### src/rtl/av2_coeff_decoder.sv
// Coefficient decoder: converts an EOB symbol and signed level symbols into a full raster block
// of dequantized coefficients (zeros included), followed by a single per-block summary handshake.
module av2_coeff_decoder #(
    parameter int MAX_COEFFS = 4096
) (
    input  logic        clk,
    input  logic        rst_n,
    input  logic [15:0] context_idx,
    input  logic [15:0] context_prob,
    input  logic [15:0] decoded_symbol,
    input  logic        symbol_valid,
    output logic        symbol_ready,
    output logic [15:0] coeff_out,
    output logic [11:0] coeff_addr,
    output logic        coeff_valid,
    input  logic        coeff_ready,
    output logic [15:0] num_coeffs,
    output logic        coeffs_valid,
    input  logic        coeffs_ready,
    input  logic [5:0]  tx_size,
    input  logic [3:0]  tx_type,
    input  logic [7:0]  qindex,
    input  logic        start,
    output logic        done
);
    localparam int PW = 13;

    typedef enum logic [2:0] {
        S_IDLE, S_GET_EOB, S_NEXT, S_GET_LEVEL, S_EMIT, S_SUMMARY, S_DONE, S_RELEASE
    } state_t;

    state_t          state;
    logic [PW-1:0]   n_q, eob_q, pos_q;
    logic [8:0]      qstep_q;
    logic [PW-1:0]   n_req, n_cap, eob_sel;
    logic signed [24:0] prod;
    logic [15:0]     sat_val;
    logic            symbol_xfer;

    // Context and transform type do not affect a raster-scan decode.
    logic unused_inputs;
    assign unused_inputs = ^{context_idx, context_prob, tx_type};

    assign n_req       = PW'({7'd0, tx_size} * {7'd0, tx_size});
    assign n_cap       = (n_req > PW'(MAX_COEFFS)) ? PW'(MAX_COEFFS) : n_req;
    assign eob_sel     = (decoded_symbol > {3'd0, n_q}) ? n_q : decoded_symbol[PW-1:0];
    assign symbol_xfer = symbol_valid & symbol_ready;

    // qstep is always positive, so it enters the multiply zero-extended.
    assign prod = $signed(decoded_symbol) * $signed({1'b0, qstep_q});

    always_comb begin
        sat_val = prod[15:0];
        if (prod > 25'sd32767)
            sat_val = 16'h7fff;
        else if (prod < -25'sd32768)
            sat_val = 16'h8000;
    end

    always_ff @(posedge clk or negedge rst_n) begin
        if (!rst_n) begin
            state        <= S_IDLE;
            n_q          <= '0;
            eob_q        <= '0;
            pos_q        <= '0;
            qstep_q      <= '0;
            symbol_ready <= 1'b0;
            coeff_out    <= '0;
            coeff_addr   <= '0;
            coeff_valid  <= 1'b0;
            num_coeffs   <= '0;
            coeffs_valid <= 1'b0;
            done         <= 1'b0;
        end else begin
            case (state)
                S_IDLE: if (start) begin
                    n_q     <= n_cap;
                    qstep_q <= {1'b0, qindex} + 9'd4;
                    pos_q   <= '0;
                    eob_q   <= '0;
                    if (n_cap == '0) begin
                        coeffs_valid <= 1'b1;
                        num_coeffs   <= '0;
                        state        <= S_SUMMARY;
                    end else begin
                        symbol_ready <= 1'b1;
                        state        <= S_GET_EOB;
                    end
                end
                S_GET_EOB: if (symbol_xfer) begin
                    eob_q        <= eob_sel;
                    symbol_ready <= 1'b0;
                    state        <= S_NEXT;
                end
                S_NEXT: begin
                    if (pos_q < eob_q) begin
                        symbol_ready <= 1'b1;
                        state        <= S_GET_LEVEL;
                    end else if (pos_q < n_q) begin
                        coeff_out   <= '0;
                        coeff_addr  <= pos_q[11:0];
                        coeff_valid <= 1'b1;
                        state       <= S_EMIT;
                    end else begin
                        num_coeffs   <= {3'd0, eob_q};
                        coeffs_valid <= 1'b1;
                        state        <= S_SUMMARY;
                    end
                end
                S_GET_LEVEL: if (symbol_xfer) begin
                    symbol_ready <= 1'b0;
                    coeff_out    <= sat_val;
                    coeff_addr   <= pos_q[11:0];
                    coeff_valid  <= 1'b1;
                    state        <= S_EMIT;
                end
                S_EMIT: if (coeff_ready) begin
                    coeff_valid <= 1'b0;
                    pos_q       <= pos_q + 1'b1;
                    state       <= S_NEXT;
                end
                S_SUMMARY: if (coeffs_ready) begin
                    coeffs_valid <= 1'b0;
                    done         <= 1'b1;
                    state        <= S_DONE;
                end
                S_DONE: begin
                    done  <= 1'b0;
                    state <= S_RELEASE;
                end
                S_RELEASE: if (!start) state <= S_IDLE;
                default: state <= S_IDLE;
            endcase
        end
    end
endmodule

### config.mk
export PLATFORM = sky130hd
export DESIGN_NAME = av2_coeff_decoder
export DESIGN_NICKNAME = d
export VERILOG_FILES = /design/src/rtl/av2_coeff_decoder.sv
export SDC_FILE = /design/constraint.sdc
export NUM_CORES = 1
export LEC_CHECK = 0
export ABC_AREA = 0
export CAP_MARGIN = 40
export CORE_ASPECT_RATIO = 1.4
export CORE_MARGIN = 1
export CORE_UTILIZATION = 45
export CTS_BUF_LIST = sky130_fd_sc_hd__clkbuf_4 sky130_fd_sc_hd__clkbuf_8
export CTS_CLUSTER_DIAMETER = 60
export DETAILED_ROUTE_END_ITERATION = 7
export PLACE_DENSITY = 0.62
export SYNTH_ARGS = -nofsm -noshare
export SYNTH_HDL_FRONTEND = slang
export SYNTH_SLANG_ARGS = --single-unit
### constraint.sdc
create_clock -name clk -period 14.7 [get_ports clk]
set_input_delay 1.47 -clock clk [delete_from_list [all_inputs] [get_ports clk]]
set_output_delay 1.47 -clock clk [all_outputs]
set_load 0.1 [all_outputs]
Yosys cells after proc, flatten, opt, wreduce, memory -nomap -nowiden --
Index checks and enable logic that the tools add are counted.
Storage, ports and cells: input port bits 72, register bits 99, output and inout bits 48, logic and storage cells 114
Cells by class: magnitude comparators 6, multiply operators 2, $add $sub $neg 2, muxes and demuxes 50, reductions and logical operators 21, bitwise gates (word level) 1, equal/unequal tests 20
Operators by type and width (count):
- $mux W16 | 9
- $mux W13 | 5
- $pmux W16 S2 | 2
- $pmux W13 S2 | 2
- $mux W12 | 3
- $lt A13 B13 Y1 | 2
- $gt A25 B16 Y1 const B | 1
- $lt A25 B16 Y1 const B | 1
- $mul A16 B10 Y25 | 1
- $mux W3 | 8
- $ne A2 B2 Y1 const B | 12
- $pmux W12 S2 | 1
- $pmux W3 S8 | 1
- $gt A16 B13 Y1 | 1
- $mux W1 | 15
- $reduce_and A5 Y1 | 3
- $add A13 B1 Y13 const B | 1
- $gt A12 B13 Y1 const B | 1
- $logic_not A13 Y1 | 1
- $eq A3 B3 Y1 const B | 4
- $mul A6 B6 Y12 | 1
- $reduce_and A6 Y1 | 2
- $reduce_bool A2 Y1 | 5
- $add A8 B3 Y9 const B | 1
- 12 further kinds | 19

Longest topological paths before layout --
word-level depth 7, mapped depth 24, depth with buffers taken out 22

Worst setup path before layout --
No wires, ideal clock.
kind input port to flip-flop, from input port decoded_symbol[15], to register coeff_out[1], stages 23, data arrival time 6937 ps, library setup time 127 ps, buffers on the path 3, setup slack 7637 ps, required time 14573 ps, cells stage by stage buf_2 -> and2_1 -> fa_1 -> inv_1 -> fa_1 -> inv_1 -> fa_1 -> fa_1 -> inv_1 -> fa_1 -> inv_1 -> ha_1 -> buf_2 -> o21a_1 -> a21oi_4 -> a21oi_1 -> and3_1 -> a21boi_0 -> a21oi_1 -> a31oi_2 -> nor2_2 -> buf_6 -> a221o_1
Between the ends: cells in the longest elaborated chain, start to end 6, elaborated cells on any way between the ends 7, classes of those cells mul (1); order compare (2); mux (4)
RTL lines:
- from (decl) | RTL line 10 | input logic [15:0] decoded_symbol,
- $mul A16 B10 Y25 * | RTL line 50 | assign prod = $signed(decoded_symbol) * $signed({1'b0, qstep_q});
- $lt A25 B16 Y1 | RTL line 56 | else if (prod < -25'sd32768)
- $mux W16 | RTL line 56
- $mux W16 * | RTL line 54 | if (prod > 25'sd32767)
- $mux W16 * | RTL line 110 | S_GET_LEVEL: if (symbol_xfer) begin
- $pmux W16 S2 * | RTL line 75 | case (state)
- to (signal assigned) | RTL line 112 | coeff_out <= sat_val;
- to (decl) | RTL line 13 | output logic [15:0] coeff_out,
Mark *: on every way between the ends. The rest lies on a longest branch, timed or not. The select of a mux whose other input is x is not followed. A chain may end at the register's enable or synchronous reset.

Worst setup path after layout --
from input port decoded_symbol[15], to register coeff_out[5]
The elaborated chain is that of the path after synthesis.

==> results.toml <==
[run_status]
outcome = "completed"

[floorplanning]
die_w_um = 135
starting_density_of_the_core_pct = 46.2
area_of_the_core_region_um2 = 24100
die-height_um = 188
pin_count = 120
floorplan.die_area_um2 = 25500
row_count = 67

[grt]
grt_first_pass_wirelength_um = 46400
grt_start_max_net_pins = 66
globalRoute.totalOverflow = 0
number_of_global_route_vias_before_repair = 9274
antenna_found_initial = 0
globalRouteTotalUtil_pct = 23.4

[routing]
drtAntennaViolNets = 0
detail_route.vias_per_cell = 5.43
drtIter0Drc = 274
dr_total_vias = 8832
average_wire_length_per_cell_after_detail_routing_um = 17.2
drtPass1Iterations = 6
drc = 0
wl_um = 28000

[clock_network]
clk_pin_slew_worst_paths_ps = 100
buffer_levels_on_the_longest_clock_path = 2
numClockSinks = 94
cts_tree = "yes"
htree_levels = 3
post_cts.resized_instances = 0
root_buffer = "clkbuf_8"
clock_latency_ps = 390
cts_hold_repair.buffers = 0
cts-buffers-inserted = 9
cts_post_setup_buffers_inserted = 0

[setup_path]
timing.rr.end = "coeff_out[5]$_DFFE_PN0P_"
cpPeakStageDelay_ps = 750
critical_path_class = "in2reg"
cp_common_cell = "fa_1"
timing.critical_path.max_delay_family = "adder cells"
critPathCaptureType = "flip-flop"
worst-endpoint-arrival_ps = 8170
critical_path.cell_chain = "clkdlybuf4s50_1 > and2_1 > fa_1 > inv_1 > fa_1 > inv_1 > fa_1 > fa_1 > inv_1 > fa_1 > inv_1 > ha_1 > a211oi_1 > o311ai_0 > o31ai_1 > a31oi_1 > nand3_1 > nor3_1 > a31oi_2 > nor2_2 > a221o_1"
critical_path_peak_fanout = 11
rr_startpoint = "qstep_q[2]$_DFFE_PN0P_"
timing.reg2reg.worst_path_depth = 20
r2r_slack_ps = 7870
crit_path_start_kind = "primary input"
critPathSlowestCell = "fa_1"
crit_buf_inv = 5
crit_required_ps = 15020

[timing]
rsz_0062_raised_after_global_routing = "no"
hold_viol_final = 0
max_freq_mhz = 127
timing.final.max_slew_violations = 0
layout_worst_path_cycle_share_pct = 53.4
final.min_clock_period_ps = 7850
setup_total_negative_slack_ps = 0
final.setup_skew_ps = 9.47
slew_headroom_pct = 43.5
tightest_slew_ps = 847
setup_viol_count_final = 0

[synthesis]
netlist.top_cell.by_area = "fa_1"
netlist_top_cells_area = "fa_1 23%, dfrtp_1 21%, ha_1 11%"
synth-async-reset-ratio_pct = 100
yosysSeqAreaShare_pct = 21.1
syn_area_per_cell_um2 = 9.13
synthTopCellsByCount = "185 x inv_1, 159 x nand2_1, 127 x fa_1"
synth_top_cell_area_share_pct = 22.8
ys_ff_latch = 94
synth_cells = 1223
synthFlopType = "dfrtp_1"
yosysWarningCount = 0
synth_edf_count = 0
post_synth_num_cell_types = 76
synth_most_common_cell = "inv_1"
post_synth_instance_area_um2 = 11200

[place]
globalplace.congestion = 0.892
numPortBuffers = 80
place.detailed.hpwl_um = 22800

[cells_and_area]
share_of_layout_cells_above_drive_strength_1_pct = 7.97
insertedDiodeCount = 0
nets = 1614
area_delta_synth_final_pct = 17.7

[worst_hold_path]
hold_class = "reg2reg"
timing.hold.worst_endpoint = "coeff_out[15]$_DFFE_PN0P_"
min_path_cells = 2
min-delay-start = "coeff_out[15]$_DFFE_PN0P_"

[flow_run]
max_cap_violations = 0
cell usage in the layout (no fill, tap or decap), types with 4 or more instances in the layout:
| cell type | n |
|---|---|
| a211oi_1 | 8 |
| a21o_1 | 17 |
| a21oi_1 | 34 |
| a221o_1 | 11 |
| a221oi_1 | 4 |
| a22o_1 | 16 |
| a31oi_1 | 4 |
| and2_1 | 90 |
| and3_1 | 12 |
| buf_16 | 6 |
| buf_4 | 7 |
| buf_8 | 39 |
| clkbuf_8 | 10 |
| clkdlybuf4s50_1 | 79 |
| dfrtp_1 | 94 |
| fa_1 | 127 |
| ha_1 | 102 |
| inv_1 | 185 |
| mux2_2 | 13 |
| mux2i_1 | 11 |
| nand2_1 | 159 |
| nand2b_1 | 9 |
| nand3_1 | 23 |
| nand4_1 | 8 |
| nor2_1 | 34 |
| nor2b_1 | 7 |
| nor3_1 | 12 |
| o21a_1 | 11 |
| o21ai_0 | 56 |
| o21ai_1 | 8 |
| o31ai_1 | 5 |
| or2_2 | 4 |
| xnor2_1 | 24 |
| xor2_1 | 14 |
sequential cells by signal, indices dropped and copies added (netlist names):
name and cells:
coeff_addr 12, coeff_out 16, coeff_valid 1, coeffs_valid 1
done 1, eob_q 13, n_q 11, num_coeffs 13
pos_q 13, qstep_q 9, state 3, symbol_ready 1
through the flow:
stage / hold WS (ps) / worst slack [ps] / util (%) / cells / instance area (um^2)
floorplan: 471 / 7640 / - / 1225 / 11200
global placement: 461 / 6520 / 50.4 / 1567 / 12200
detailed placement: 484 / 6480 / 53.5 / 1612 / 12900
CTS: 506 / 6880 / 54.4 / 1628 / 13100
global route: 527 / 6480 / 54.4 / 1628 / 13100
finish: 500 / 6850 / 54.4 / 1628 / 13100
cells by family (layout without fill, tap and decap cells):
family | after synthesis | in the layout | synth area share (%)
AOI/OAI and AO/OA | 216 | 216 | 13.8
xor gates and xnor gates | 39 | 39 | 3.18
adders and majority gates | 229 | 229 | 34.2
buffers and inverters | 239 | 332 | 8.46
DFF | 94 | 94 | 21.1
muxes | 24 | 24 | 2.30
other | 1 | 3 | 0.0336
and+or+nand+nor | 381 | 381 | 17.0
how the worst max path moves through the flow:
stage	startpoint	end	slack, ps	depth (start not counted)
after global routing	decoded_symbol[15]	coeff_out[2]$_DFFE_PN0P_	6480	22
after global placement	decoded_symbol[15]	coeff_out[1]$_DFFE_PN0P_	6520	21
after CTS	decoded_symbol[15]	coeff_out[5]$_DFFE_PN0P_	6880	22
after floorplan	decoded_symbol[15]	coeff_out[1]$_DFFE_PN0P_	7640	23
after detailed placement	decoded_symbol[15]	coeff_out[1]$_DFFE_PN0P_	6480	22
final	decoded_symbol[15]	coeff_out[5]$_DFFE_PN0P_	6850	21
worst min-delay path: cells and delay by family (launching register included):
family          cells  cell delay, ps
flops               1             360
simple gates        1              50
compound gates      1              60
layout make-up:
| type | instances | area (um^2) |
|---|---|---|
| fillers | 2254 | 11000 |
| clock inverters | 6 | 92.6 |
| inverters | 185 | 694 |
| clock buffers | 10 | 138 |
| flip-flops and latches | 94 | 2350 |
| well taps | 310 | 388 |
| repair buffers | 131 | 1590 |
| multi-input cells | 892 | 7880 |
metal layers:
metal  wire [um]  vias to the layer above  share of wire (%)  track usage [%]
li1            -                     4180                  -                -
met2       15800                      132                 56             45.1
met1       10500                     4465                 37             25.0
met5           0                        -                  0                0
met3         550                       55                2.0             1.91
met4        1170                        0                4.2             11.2
Power is not shown: default switching activity piles up to over one toggle a cycle in this logic, so the estimate is an artifact.
